### src/rtl/frogger_pkg.sv
// Shared state encoding, field widths and default timing constants for the frogger game-state block.
package frogger_pkg;

    localparam int c_GAME_WIDTH = 3;
    localparam int c_TICK_W     = 6;
    localparam int c_LIVES_W    = 2;
    localparam int c_LEVEL_W    = 3;
    localparam int c_Y_W        = 6;

    localparam logic [c_GAME_WIDTH-1:0] ST_IDLE      = 3'd0;
    localparam logic [c_GAME_WIDTH-1:0] ST_PLAY      = 3'd1;
    localparam logic [c_GAME_WIDTH-1:0] ST_DYING     = 3'd2;
    localparam logic [c_GAME_WIDTH-1:0] ST_GOAL      = 3'd3;
    localparam logic [c_GAME_WIDTH-1:0] ST_GAME_OVER = 3'd4;

    localparam int c_DEF_LIVES       = 3;
    localparam int c_DEF_DEATH_TICKS = 30;
    localparam int c_DEF_GRACE_TICKS = 20;
    localparam int c_DEF_GOAL_Y      = 0;
    localparam int c_DEF_MAX_LEVEL   = 7;

endpackage

### src/rtl/frogger_tick_timer.sv
// Tick-driven down-counter: load wins, otherwise decrements on enabled ticks and stops at zero.
module frogger_tick_timer
    import frogger_pkg::*;
#(
    parameter int c_WIDTH = c_TICK_W
) (
    input  logic               i_Clk,
    input  logic               i_Rst_L,
    input  logic               i_Tick,
    input  logic               i_En,
    input  logic               i_Load,
    input  logic [c_WIDTH-1:0] i_Load_Val,
    output logic               o_Done
);

    logic [c_WIDTH-1:0] r_Count;

    always_ff @(posedge i_Clk or negedge i_Rst_L) begin
        if (!i_Rst_L) begin
            r_Count <= '0;
        end else if (i_Load) begin
            r_Count <= i_Load_Val;
        end else if (i_En && i_Tick && (r_Count != '0)) begin
            r_Count <= r_Count - 1'b1;
        end
    end

    assign o_Done = (r_Count == '0);

endmodule

### src/rtl/frogger_life_manager.sv
// Game-state controller: lives, death/respawn, goal and level. Define FROGGER_GRACE_EN for
// post-respawn collision immunity.
module frogger_life_manager
    import frogger_pkg::*;
#(
`ifdef FROGGER_GRACE_EN
    parameter int c_GRACE_TICKS = c_DEF_GRACE_TICKS,
`endif
    parameter int c_LIVES       = c_DEF_LIVES,
    parameter int c_DEATH_TICKS = c_DEF_DEATH_TICKS,
    parameter int c_GOAL_Y      = c_DEF_GOAL_Y,
    parameter int c_MAX_LEVEL   = c_DEF_MAX_LEVEL
) (
    input  logic                    i_Clk,
    input  logic                    i_Rst_L,
    input  logic                    i_Tick,
    input  logic                    i_Start,
    input  logic                    i_Collided,
    input  logic [c_Y_W-1:0]        i_Frogger_Y,
    output logic [c_LIVES_W-1:0]    o_Lives,
    output logic [c_LEVEL_W-1:0]    o_Level,
    output logic                    o_Respawn,
    output logic                    o_Freeze,
    output logic                    o_Game_Over,
    output logic [c_GAME_WIDTH-1:0] o_State
);

    logic [c_GAME_WIDTH-1:0] r_State, w_Next_State;
    logic [c_LIVES_W-1:0]    r_Lives, w_Next_Lives;
    logic [c_LEVEL_W-1:0]    r_Level, w_Next_Level;
    logic                    r_Respawn, r_Freeze, r_Game_Over;
    logic                    w_Next_Respawn;
    logic                    w_Death_Load, w_Death_Done;
    logic [c_TICK_W-1:0]     w_Death_Val;
    logic                    w_Grace;

    // The load on DYING entry overrides any tick in the collision cycle, so that tick is not counted.
    frogger_tick_timer #(.c_WIDTH(c_TICK_W)) u_death_timer (
        .i_Clk      (i_Clk),
        .i_Rst_L    (i_Rst_L),
        .i_Tick     (i_Tick),
        .i_En       (r_State == ST_DYING),
        .i_Load     (w_Death_Load),
        .i_Load_Val (w_Death_Val),
        .o_Done     (w_Death_Done)
    );

`ifdef FROGGER_GRACE_EN
    logic w_Grace_Done;
    logic w_Grace_Load;
    logic [c_TICK_W-1:0] w_Grace_Val;

    // Armed on every respawn, forced to zero whenever PLAY is left.
    assign w_Grace_Load = w_Next_Respawn || ((r_State == ST_PLAY) && (w_Next_State != ST_PLAY));
    assign w_Grace_Val  = w_Next_Respawn ? c_TICK_W'(c_GRACE_TICKS) : '0;

    frogger_tick_timer #(.c_WIDTH(c_TICK_W)) u_grace_timer (
        .i_Clk      (i_Clk),
        .i_Rst_L    (i_Rst_L),
        .i_Tick     (i_Tick),
        .i_En       (r_State == ST_PLAY),
        .i_Load     (w_Grace_Load),
        .i_Load_Val (w_Grace_Val),
        .o_Done     (w_Grace_Done)
    );

    assign w_Grace = !w_Grace_Done;
`else
    assign w_Grace = 1'b0;
`endif

    always_comb begin
        w_Next_State = r_State;
        w_Next_Lives = r_Lives;
        w_Next_Level = r_Level;
        w_Death_Load = 1'b0;
        w_Death_Val  = c_TICK_W'(c_DEATH_TICKS - 1);
        case (r_State)
            ST_IDLE: begin
                if (i_Start) begin
                    w_Next_State = ST_PLAY;
                    w_Next_Lives = c_LIVES_W'(c_LIVES);
                    w_Next_Level = '0;
                end
            end
            ST_PLAY: begin
                // Collision takes priority over a goal in the same cycle.
                if (i_Collided && !w_Grace && (r_Lives != '0)) begin
                    w_Next_State = ST_DYING;
                    w_Next_Lives = r_Lives - 1'b1;
                    w_Death_Load = 1'b1;
                end else if (i_Frogger_Y == c_Y_W'(c_GOAL_Y)) begin
                    w_Next_State = ST_GOAL;
                    w_Death_Load = 1'b1;
                    w_Death_Val  = '0;
                end
            end
            ST_DYING: begin
                if (i_Tick && w_Death_Done) begin
                    w_Next_State = (r_Lives == '0) ? ST_GAME_OVER : ST_PLAY;
                end
            end
            ST_GOAL: begin
                w_Next_State = ST_PLAY;
                if (r_Level < c_LEVEL_W'(c_MAX_LEVEL)) begin
                    w_Next_Level = r_Level + 1'b1;
                end
            end
            ST_GAME_OVER: begin
                if (i_Start) begin
                    w_Next_State = ST_IDLE;
                end
            end
            default: w_Next_State = ST_IDLE;
        endcase
    end

    assign w_Next_Respawn = (w_Next_State == ST_PLAY) && (r_State != ST_PLAY);

    always_ff @(posedge i_Clk or negedge i_Rst_L) begin
        if (!i_Rst_L) begin
            r_State     <= ST_IDLE;
            r_Lives     <= '0;
            r_Level     <= '0;
            r_Respawn   <= 1'b0;
            r_Freeze    <= 1'b1;
            r_Game_Over <= 1'b0;
        end else begin
            r_State     <= w_Next_State;
            r_Lives     <= w_Next_Lives;
            r_Level     <= w_Next_Level;
            r_Respawn   <= w_Next_Respawn;
            r_Freeze    <= (w_Next_State != ST_PLAY);
            r_Game_Over <= (w_Next_State == ST_GAME_OVER);
        end
    end

    assign o_State     = r_State;
    assign o_Lives     = r_Lives;
    assign o_Level     = r_Level;
    assign o_Respawn   = r_Respawn;
    assign o_Freeze    = r_Freeze;
    assign o_Game_Over = r_Game_Over;

endmodule

### config.mk
export PLATFORM = sky130hd
export DESIGN_NAME = frogger_life_manager
export DESIGN_NICKNAME = d
export VERILOG_FILES = /design/src/rtl/frogger_pkg.sv /design/src/rtl/frogger_tick_timer.sv /design/src/rtl/frogger_life_manager.sv
export SDC_FILE = /design/constraint.sdc
export NUM_CORES = 1
export LEC_CHECK = 0
export BUFFER_PORTS_ARGS = -buffer_cell sky130_fd_sc_hd__buf_4
export CAP_MARGIN = 0
export CORE_UTILIZATION = 42
export DETAILED_ROUTE_END_ITERATION = 7
export HOLD_SLACK_MARGIN = 0.05
export PLACE_DENSITY = 0.63
export REMOVE_ABC_BUFFERS = 1
export SETUP_SLACK_MARGIN = 0.15
export SYNTH_ARGS = -nofsm -noshare
export SYNTH_HDL_FRONTEND = slang
export SYNTH_SLANG_ARGS = --single-unit
### constraint.sdc
create_clock -name i_Clk -period 3.6 [get_ports i_Clk]
set_input_delay 0.36 -clock i_Clk [delete_from_list [all_inputs] [get_ports i_Clk]]
set_output_delay 0.36 -clock i_Clk [all_outputs]
set_load 0.02 [all_outputs]
==> results of run 1 <==
==> layout make-up <==
cell class,count,area [um2]
Fill cell,195,882
Multi-Input combinational cell,75,482
Sequential cell,17,427
Timing Repair Buffer,22,168
Tap cell,27,33.8
Clock buffer,3,22.5
Inverter,6,22.5
Clock inverter,1,5.00
==> kinds of logic (layout without fill, tap and decap cells) <==
kind of cell               count (synthesis)  in the layout
AOI/OAI and AO/OA                         24             24
buffers and inverters                      9             32
adders and majority gates                  4              4
DFF                                       17             17
and+or+nand+nor                           43             43
muxes                                      2              2
xor gates and xnor gates                   2              2
==> state kept, by name, summed over array words and instances (netlist names) <==
name	count
o_Lives	2
o_State	3
o_Game_Over	1
u_death_timer.r_Count	6
o_Level	3
o_Respawn	1
o_Freeze	1
==> layer usage <==
metal	vias to the layer above	GRT usage, %	share of wire [%]	wire, um
met4	0	9.05	1.6	31
met5	-	0	0	0
met1	370	22.6	47	921
li1	402	-	-	-
met2	30	29.1	44	860
met3	5	7.72	7.1	138
==> cell usage after synthesis (2+ instances only) <==
| library cell | number | share of area (%) |
|---|---|---|
| a21oi_1 | 6 | 3.1 |
| ha_1 | 4 | 5.2 |
| o21ai_1 | 3 | 1.6 |
| and2_1 | 2 | 1.3 |
| inv_1 | 6 | 2.4 |
| nor3_1 | 2 | 1.0 |
| nand2_1 | 12 | 4.7 |
| a21o_1 | 2 | 1.6 |
| dfrtp_1 | 16 | 42 |
| nand3b_1 | 2 | 1.6 |
| nor2_1 | 12 | 4.7 |
| and3_1 | 2 | 1.3 |
| o21a_1 | 2 | 1.6 |
==> critical path: stages, from the launching register on <==
cell and delay [ns]:
dfrtp_1 0.41, inv_1 0.06, ha_1 0.23, nand2b_1 0.24, nor3_1 0.29, mux2_2 0.21
a21oi_1 0.07
==> stage by stage <==
stage	instance area [um2]	util, %	std cells	hold WS, ns
global placement	1120	55.0	146	0.237
floorplan	931	-	98	0.0644
detailed placement	1120	55.0	146	0.238
global route	1160	56.8	151	0.405
CTS	1160	56.8	151	0.384
finish	1160	56.8	151	0.397
==> cells in the final DEF, fill, tap and decap left out, types with 2 or more instances in the layout <==
cell / n
clkbuf_4: 3
a21o_1: 2
o21a_1: 2
nor2_1: 12
ha_1: 4
buf_4: 21
nor3_1: 2
dfrtp_1: 16
and3_1: 2
a21oi_1: 6
o21ai_1: 3
nand2_1: 12
inv_1: 6
and2_1: 2
nand3b_1: 2
==> report_power, final <==
group,total [mW],switching [mW],internal [mW]
combinational,0.367,0.198,0.169
sequential,0.328,0.0719,0.256
clock,0.100,0.0587,0.0414
==> final timing paths <==
path	startpoint	end	slack (ns)	cells past startpoint
worst max-delay path	o_Lives[0]	o_Lives[0]	1.95	6
worst min-delay path	i_Tick	o_State[1]	0.40	3
worst max register to register	o_Lives[0]	o_Lives[0]	1.95	6
worst min register to register	o_Lives[1]	o_Lives[1]	0.58	2
max in group asynchronous	i_Rst_L	o_Freeze	2.90	2
min in group asynchronous	i_Rst_L	u_death_timer.r_Count[4]	0.45	2
==> flow_summary.toml, run 1 <==
[outcome]
status = "completed"

[synthesis]
synth_cells = 101
synthMuxAreaShare_pct = 2.23
synth_adder_area_share_pct = 5.25
synthSimpleGateAreaFrac_pct = 23.5
ys_warn_count = 0
avgSynthCellArea_um2 = 9.44
synth_edf_count = 0
ys_seq_area_share_pct = 44.8
ys_types = 43
synth_compound_area_share_pct = 17.7
synth-seq-cells = 17
synthArstFlopShare_pct = 100
synth_top_family_by_area = "simple AND/OR/NAND/NOR gates"
synth_ff_type = "dfrtp_1"
syn-cell-area_um2 = 953
synth_xor_xnor_area_share_pct = 1.84

[die]
io_pins = 22
start_util_pct = 46.7
die_area_um2 = 2460
rows = 16
die_w_um = 49.6
core_um2 = 2040
fp.dieH_um = 49.6

[timing]
finalClockSkew_ns = 0.00720
slew_headroom_pct = 70.3
max_freq_mhz = 607
setup_viol_count_final = 0
rsz0062_at_grt = "false"
hold_violations = 0
fin_crit_sh_pct = 45.8
period_minus_slack_ns = 1.65
worst_pin_slew_ns = 0.444
tns_ns = 0
setup_ws_ns = 1.95
drv_slew = 0

[setup_path]
startpoint_type = "flop"
cp.arrival_ns = 1.81
crit_fanout = 6
path_class = "flop to flop"
required_ns = 3.76
crit_path_end_kind = "flop"

[clock_network]
cts_made_buffers = 3
clock_latency_ns = 0.29
clkTransAtPathRegs_ns = 0.09
cts_hold_buf = 1
cts_resized = 0
cts_root_buf = "clkbuf_4"
h-tree-depth = 1
cts.path.max_buffers = 2
clock-sinks = 17
postCtsSetupRepairBufs = 0
cts_tree = "built"

[placement]
gp_congestion = 0.832
portBuffers = 21
post-dp-hpwl_mm = 1.48
place_worst_setup_slack_ns = 1.97

[global_route]
grt_pass1_vias = 822
grtUsageTotal_pct = 18.8
grt_max_degree = 18
antenna_found_initial = 0
overflow = 0
grt_pass1_wl_mm = 3.45

[route]
wl_per_cell_um = 12.9
routed_via_density = 5.34
routed_wl_mm = 1.95
drc = 0
via_count = 807
ant_nets = 0
drt_iter0_drc = 13
dr.pass1.iters = 4

[finish]
nets = 140
drive_gt1_share_pct = 24.2
antennaDiodeCount = 0
syn2layout_area_growth_pct = 21.7

[power_and_ir_drop]
ir_drop_mv = 0.452
p_total_uw = 796
power.density_nw_per_um2 = 686
p_leak_nw = 0.556

[hold_path]
hold_class = "input pin to flop"

[job]
maxCapViolations = 0
(Power assumes the default switching activity.)
==> run 2, diff against run 1 <==
--- a/config.mk
+++ b/config.mk
@@ -10,7 +10,7 @@
 export CORE_UTILIZATION = 42
 export DETAILED_ROUTE_END_ITERATION = 7
 export HOLD_SLACK_MARGIN = 0.05
-export PLACE_DENSITY = 0.63
+export PLACE_DENSITY = 0.65
 export REMOVE_ABC_BUFFERS = 1
 export SETUP_SLACK_MARGIN = 0.15
 export SYNTH_ARGS = -nofsm -noshare
==> constraint.sdc (replaced) <==
create_clock -name i_Clk -period 1.5 [get_ports i_Clk]
set_input_delay 0.15 -clock i_Clk [delete_from_list [all_inputs] [get_ports i_Clk]]
set_output_delay 0.15 -clock i_Clk [all_outputs]
set_load 0.02 [all_outputs]
==> flow_summary.toml, run 2 (same netlist as run 1, synthesis figures left out) <==
[outcome]
status = "completed"

[power_and_ir_drop]
power.density_nw_per_um2 = 1620
p_total_mw = 2.21
ir_drop_mv = 1.10
p_leak_nw = 0.661

[die]
fp.dieH_um = 49.6
die_w_um = 49.6
rows = 16
start_util_pct = 46.7
io_pins = 22
core_um2 = 2040
die_area_um2 = 2460

[clock_network]
cts_tree = "built"
clock_latency_ns = 0.30
cts_made_buffers = 3
cts.path.max_buffers = 2
cts_root_buf = "clkbuf_4"
clkTransAtPathRegs_ns = 0.10
clock-sinks = 17
h-tree-depth = 1

[job]
maxCapViolations = 0

[placement]
gp_congestion = 0.784
portBuffers = 21
post-dp-hpwl_mm = 1.59
place_worst_setup_slack_ns = -0.0548
detailed_place.area_um2 = 1200

[timing]
rsz0062_at_grt = "true"
fin_crit_sh_pct = 99.6
setup_viol_count_final = 0
drv_slew = 0
finalClockSkew_ns = 0.00127
worst_pin_slew_ns = 0.422
tns_ns = 0
max_freq_mhz = 669
period_minus_slack_ns = 1.49
hold_violations = 0
slew_headroom_pct = 71.7
setup_ws_ns = 0.00534

[finish]
drive_gt1_share_pct = 44.8
max_flop_register = "u_death_timer.r_Count"
largest_reg_flops = 6
nets = 159
final_common_cell = "buf_4"
fin_area_um2 = 1370
antennaDiodeCount = 0
final_cell_mix = "buf_4 (38), dfrtp_1 (15), nand2_1 (12)"
syn2layout_area_growth_pct = 43.7
fillers = 174

[route]
routed_wl_mm = 2.09
routed_via_density = 5.14
wl_per_cell_um = 12.3
via_count = 873
ant_nets = 0
drc = 0
drt_iter0_drc = 25
dr.pass1.iters = 4

[setup_path]
timing.rr.end = "u_death_timer.r_Count[3]"
cp.arrival_ns = 1.71
crit_path_end_kind = "flop"
cp_slowest_cell = "dfrtp_1"
max_stage_delay_ns = 0.38
path_class = "flop to flop"
r2r_setup_slack_ns = 0.005
cpLargestDelayFamily = "simple AND/OR/NAND/NOR gates"
rr_worst_depth = 7
crit_fanout = 4
cp_num_buf_inv = 2
startpoint_type = "flop"
path_cells = "inv_2, ha_2, nor3b_2, buf_4, and2_4, or3_1, o211ai_1"
r2r-start = "u_death_timer.r_Count[1]"
required_ns = 1.72

[global_route]
grt_pass1_wl_mm = 3.67
grt_use_met2_pct = 31.5
grt-busiest-layer = "met2"
grt_max_degree = 18
antenna_found_initial = 0
grt_pass1_vias = 830
gr-usage-met3_pct = 2.78
grt_use_met1_pct = 26.5
grtUsageTotal_pct = 20.0
overflow = 0

[hold_path]
hold_class = "input pin to flop"
min_from = "i_Start"
hold_path_end = "o_Game_Over"
min_path_cells = 4
## run 2: final cells by class
type / count / area [um2] / area share, %
Multi-Input combinational cell: 75 / 542 / 39.5
Timing Repair Buffer: 41 / 318 / 23.2
Clock buffer: 4 / 26.3 / 1.92
Inverter: 6 / 22.5 / 1.64
Tap cell: 27 / 33.8 / 2.47
Sequential cell: 17 / 428 / 31.2
## run 2: how the worst max path moves through the flow
stage	start	to	cells after the start
floorplan	o_Lives[0]	o_Lives[0]	6
global placement	u_death_timer.r_Count[0]	u_death_timer.r_Count[3]	7
detailed placement	u_death_timer.r_Count[0]	u_death_timer.r_Count[3]	7
CTS	u_death_timer.r_Count[0]	u_death_timer.r_Count[5]	8
global route	u_death_timer.r_Count[0]	u_death_timer.r_Count[5]	8
finish	u_death_timer.r_Count[1]	u_death_timer.r_Count[3]	7
## run 2: what timing repair did
item,in CTS,in global routing
pin swaps,7,8
hold buffers,1,0
endpoints found under the hold margin,17,0
setup buffers,5,3
gates resized for setup,13,7
setup endpoints to repair,13,14
## run 2: per-layer routing
metal	vias up	share of wire, %
met2	22	45
met5	-	0
li1	446	-
met4	0	2.3
met3	5	3.4
met1	400	49
## run 2: tightest hold or removal path, delay by kind of cell
| family | cells | cell delay (ns) |
|---|---|---|
| AOI/OAI and AO/OA | 1 | 0.05 |
| buffers and inverters | 2 | 0.19 |
| and+or+nand+nor | 1 | 0.07 |
## run 2: power by group
part           switching [mW]  internal (mW)  leakage (nW)  total, mW
combinational           0.604          0.618         0.448       1.22
sequential              0.122          0.618         0.198      0.740
clock                   0.148          0.104        0.0150      0.252
total                   0.873           1.34         0.661       2.21
## run 2: metrics by stage
| stage | std cells | util [%] | hold slack (ns) |
|---|---|---|---|
| after floorplan | 98 | - | -0.146 |
| after global placement | 157 | 59.0 | 0.0258 |
| after detailed placement | 157 | 59.0 | 0.0266 |
| after CTS | 167 | 64.7 | 0.192 |
| after global routing | 170 | 67.1 | 0.217 |
| final | 170 | 67.1 | 0.203 |
